**config.mk**
```make
export PLATFORM = sky130hd
export DESIGN_NAME = ifid_skidreg
export DESIGN_NICKNAME = d
export VERILOG_FILES = /design/src/rtl/ifid_skidreg.sv
export SDC_FILE = /design/constraint.sdc
export NUM_CORES = 1
export LEC_CHECK = 0
export ABC_AREA = 1
export BUFFER_PORTS_ARGS = -buffer_cell sky130_fd_sc_hd__clkbuf_2
export CAP_MARGIN = 25
export CORE_MARGIN = 2
export CORE_UTILIZATION = 50
export DETAILED_ROUTE_END_ITERATION = 10
export PLACE_DENSITY = 0.75
export SETUP_SLACK_MARGIN = 0.05
export SLEW_MARGIN = 25
export SYNTH_ARGS = -nofsm -noshare
export SYNTH_HDL_FRONTEND = slang
export SYNTH_SLANG_ARGS = --single-unit
```
**constraint.sdc**
```tcl
create_clock -name clk -period 3.98 [get_ports clk]
set_input_delay 0.796 -clock clk [delete_from_list [all_inputs] [get_ports clk]]
set_output_delay 0.796 -clock clk [all_outputs]
set_load 0.01 [all_outputs]
```
**src/rtl/ifid_skidreg.sv**
```systemverilog
// IF/ID two-entry skid register: valid/ready on both sides, registered in_ready,
// NOP (all-zero instruction) presented when empty. Define IFID_PERF_EN for the decode-stall counter.
module ifid_skidreg #(
    parameter int INSWIDTH = 32,
    parameter int AWIDTH   = 32,
    parameter int CNTWIDTH = 16
) (
    input  logic                clk,
    input  logic                rst_n,
    input  logic [INSWIDTH-1:0] insin,
    input  logic [AWIDTH-1:0]   pcnextin,
    input  logic                in_valid,
    output logic                in_ready,
    output logic [INSWIDTH-1:0] insout,
    output logic [AWIDTH-1:0]   pcnextout,
    output logic                out_valid,
    input  logic                out_ready,
    input  logic                flush,
    output logic [CNTWIDTH-1:0] stall_cnt
);

    typedef enum logic [1:0] {
        S_EMPTY = 2'b00,
        S_BAD   = 2'b01,
        S_ONE   = 2'b10,
        S_TWO   = 2'b11
    } state_t;

    logic [INSWIDTH-1:0] ins_m_q, ins_m_d, ins_s_q, ins_s_d;
    logic [AWIDTH-1:0]   pc_m_q, pc_m_d, pc_s_q, pc_s_d;
    logic                v_m_q, v_m_d, v_s_q, v_s_d;
    logic                in_fire, out_fire;
    state_t              state;

    // The state is just the two valid bits viewed as an enum.
    assign state     = state_t'({v_m_q, v_s_q});
    assign in_ready  = ~v_s_q;
    assign out_valid = v_m_q;
    assign insout    = v_m_q ? ins_m_q : '0;
    assign pcnextout = pc_m_q;
    assign in_fire   = in_valid & ~v_s_q;
    assign out_fire  = v_m_q & out_ready;

    always_comb begin
        ins_m_d = ins_m_q;
        pc_m_d  = pc_m_q;
        v_m_d   = v_m_q;
        ins_s_d = ins_s_q;
        pc_s_d  = pc_s_q;
        v_s_d   = v_s_q;
        if (flush) begin
            // Squash wins over any same-cycle handshake; PCs are left as-is.
            v_m_d   = 1'b0;
            v_s_d   = 1'b0;
            ins_m_d = '0;
            ins_s_d = '0;
        end else begin
            case (state)
                S_EMPTY: begin
                    if (in_fire) begin
                        ins_m_d = insin;
                        pc_m_d  = pcnextin;
                        v_m_d   = 1'b1;
                    end
                end
                S_ONE: begin
                    if (in_fire && out_fire) begin
                        ins_m_d = insin;
                        pc_m_d  = pcnextin;
                    end else if (in_fire) begin
                        ins_s_d = insin;
                        pc_s_d  = pcnextin;
                        v_s_d   = 1'b1;
                    end else if (out_fire) begin
                        v_m_d = 1'b0;
                    end
                end
                S_TWO: begin
                    if (out_fire) begin
                        ins_m_d = ins_s_q;
                        pc_m_d  = pc_s_q;
                        v_s_d   = 1'b0;
                    end
                end
                default: begin
                    v_m_d = 1'b0;
                    v_s_d = 1'b0;
                end
            endcase
        end
    end

    always_ff @(posedge clk or negedge rst_n) begin
        if (!rst_n) begin
            ins_m_q <= '0;
            pc_m_q  <= '0;
            v_m_q   <= 1'b0;
            ins_s_q <= '0;
            pc_s_q  <= '0;
            v_s_q   <= 1'b0;
        end else begin
            ins_m_q <= ins_m_d;
            pc_m_q  <= pc_m_d;
            v_m_q   <= v_m_d;
            ins_s_q <= ins_s_d;
            pc_s_q  <= pc_s_d;
            v_s_q   <= v_s_d;
        end
    end

`ifdef IFID_PERF_EN
    logic [CNTWIDTH-1:0] stall_cnt_q, stall_cnt_d;

    // Counts decode stalls regardless of flush; saturates at all-ones.
    always_comb begin
        stall_cnt_d = stall_cnt_q;
        if (v_m_q && !out_ready && stall_cnt_q != '1)
            stall_cnt_d = stall_cnt_q + 1'b1;
    end

    always_ff @(posedge clk or negedge rst_n) begin
        if (!rst_n) stall_cnt_q <= '0;
        else        stall_cnt_q <= stall_cnt_d;
    end

    assign stall_cnt = stall_cnt_q;
`else
    assign stall_cnt = '0;
`endif

endmodule
```
==> impl_metrics.ini <==
[global_routing]
grt_max_degree = 87
antenna_found_initial = 0
grt_pass1_vias = 4975
grt_pass1_wl_um = 24400
grt_overflow = 0
gr-usage-all-layers_pct = 23.1

[synthesis]
synth_top_family_by_area = simple AND/OR/NAND/NOR gates
syn-instance-count = 812
synth_cell_types = 20
synth-xor-area-share_pct = 0
synth_fa_ha_area_share_pct = 0
synth_mux_area_share_pct = 0
ys_seq_area_share_pct = 51.5
synth_compound_area_share_pct = 11.6
synth-simple-area-share_pct = 26.6
yosys_register_bits = 130
synth.cell_area_mm2 = 0.00632
ys_warn_count = 0
syn_area_per_cell_um2 = 7.78

[setup_path]
cp.required_ns = 4.33
crit_buf_inv = 3
crit_family = simple AND/OR/NAND/NOR gates
crit_start = flush
slowest_delay_ns = 0.58
worstPathMaxFanout = 35
cp_cell_sequence = clkbuf_2 > buf_4 > inv_2 > nand2_1 > nand2_2 > nand2_1 > nand2_1
cp_slowest_cell = nand2_2
crit_path_start_kind = primary input
critPathMostFrequentCell = nand2_1
path_class = in2reg
regToRegStartpoint = out_valid
cp.arrival_ns = 3.07
worst_setup_path_end_kind = register

[floorplanning]
fp.dieH_um = 116
fp.dieW_um = 116
dieArea_mm2 = 0.0136
initial_core_util_pct = 50.7
rows = 41
ios = 151
fp.coreArea_mm2 = 0.0125

[clock_tree]
cts_hold_buf = 0
cts_tree = built
cts_buffer_depth = 2
clockRootBuffer = clkbuf_16
clk_latency_ns = 0.42
cts_sinks = 130
postCtsSetupBuffers = 0
htree_num_levels = 4
path_clk_slew_ns = 0.05
cts_resized = 0
cts_inserted_buffers = 17

[power]
ir_drop_mv = 0.284
finalPower_uw = 3930
power.leakage_uw = 0.00427
p_per_area_mw_per_mm2 = 521

[finish]
layout_common_cells = 298 x nand2_1, 133 x clkbuf_2, 129 x dfrtp_1, 98 x nand3_1, 67 x inv_1
final_common_cell = nand2_1
fin_nets = 987
num-fill-cells = 1131
final_layout_size_suffix_gt1_share_pct = 19.4
insertedDiodeCount = 0
area_growth_pct = 19.2

[timing]
setup_viol = 0
rsz0062_at_grt = false
setup_tns_ns = 0
tightest_slew_ns = 0.838
skew_ns = 0.0107
fmax_mhz = 367
finalHoldViolations = 0
relSlewSlack_pct = 44.1
maxSlewViolCount = 0
hold_ws_ns = 0.430
period_minus_slack_ns = 2.72
fin_crit_sh_pct = 68.4

[place]
gp_congestion = 0.789
hpwl_um = 9360
port_buffers = 134

[drt]
antenna_left = 0
avgViaCountPerCell = 4.98
wl_per_cell_um = 13.2
wirelength_um = 14500
drt_iter0_markers = 397
dr_total_vias = 5491
drc = 0
drtPass1Iterations = 5

[job]
cap_viol_max_count = 0

[status]
outcome = finished, final reports clean

[worst_hold_path]
worstHoldPathType = in2async
[final cells by class]
class / count / area (um2) / area share [%]
Clock buffer: 26 / 489 / 6.49
Clock inverter: 5 / 77.6 / 1.03
Inverter: 72 / 272 / 3.60
Multi-Input combinational cell: 554 / 2480 / 32.9
Sequential cell: 130 / 3250 / 43.2
Tap cell: 172 / 215 / 2.86
Timing Repair Buffer: 143 / 744 / 9.88
[routing by layer]
layer	track usage (%)	vias up	wire, um
met4	7.94	0	250
met2	35.0	168	6770
met5	0	-	0
li1	-	2753	-
met3	6.02	24	902
met1	32.5	2546	6600
[through the flow]
| stage | worst slack, ns | cell area (um2) | cells | util (%) |
|---|---|---|---|---|
| 6_report | 1.26 | 7530 | 1102 | 60.4 |
| 5_1_grt | 1.00 | 7530 | 1102 | 60.4 |
| 4_1_cts | 1.28 | 7530 | 1102 | 60.4 |
| 3_5_place_dp | 0.845 | 6970 | 1071 | 55.9 |
| 3_3_place_gp | 0.980 | 6960 | 1071 | 55.8 |
| 2_1_floorplan | 2.00 | 6380 | 827 | - |
[Yosys cell counts]
library cell | number | share of area (%)
nand2_1 | 298 | 18
dfrtp_1 | 130 | 51
nand3_1 | 99 | 7.8
inv_1 | 67 | 4.0
o21ai_1 | 40 | 3.2
a21oi_1 | 33 | 2.6
buf_2 | 33 | 2.6
o21a_1 | 32 | 3.8
o21ai_0 | 25 | 2.0
buf_4 | 20 | 2.4
clkbuf_1 | 17 | 1.0
inv_2 | 5 | 0.30
nand2_2 | 2 | 0.20
nand4_1 | 2 | 0.20
nor2_1 | 2 | 0.12
nor2_2 | 2 | 0.20
nor3_1 | 2 | 0.16
buf_1 | 1 | 0.059
conb_1 | 1 | 0.059
nand3_2 | 1 | 0.16
[power breakdown]
part	internal, uW	switching, uW
Clock	965	536
Combinational	262	429
Sequential	1580	151
Total	2810	1120
[logic make-up after synthesis]
family                 count (synthesis)
AO/OA/AOI/OAI                        130
AND/OR/NAND/NOR                      408
other                                  1
buffers and inverters                143
flip-flops                           130
[worst register-to-register path, delay by kind of cell, from the launching register on]
family / cells / cell delay (ns)
DFF: 1 / 0.36
buffers and inverters: 1 / 0.56
and+or+nand+nor: 6 / 1.56
[registers in the layout, indices dropped and copies added (netlist names)]
name	flops
pcnextout	32
pc_s_q	32
v_s_q	1
ins_m_q	32
ins_s_q	32
out_valid	1
[worst paths after layout]
kind	to	slack, ns	cells past startpoint
max	ins_m_q[16]	1.26	7
min reg2reg	ins_m_q[9]	0.47	2
min in group clk	ins_m_q[9]	0.47	2
max in group asynchronous	ins_m_q[26]	2.71	2
max reg2reg	ins_m_q[16]	1.43	7
min	pcnextout[20]	0.43	1
Power figures use the tool's default switching activity.
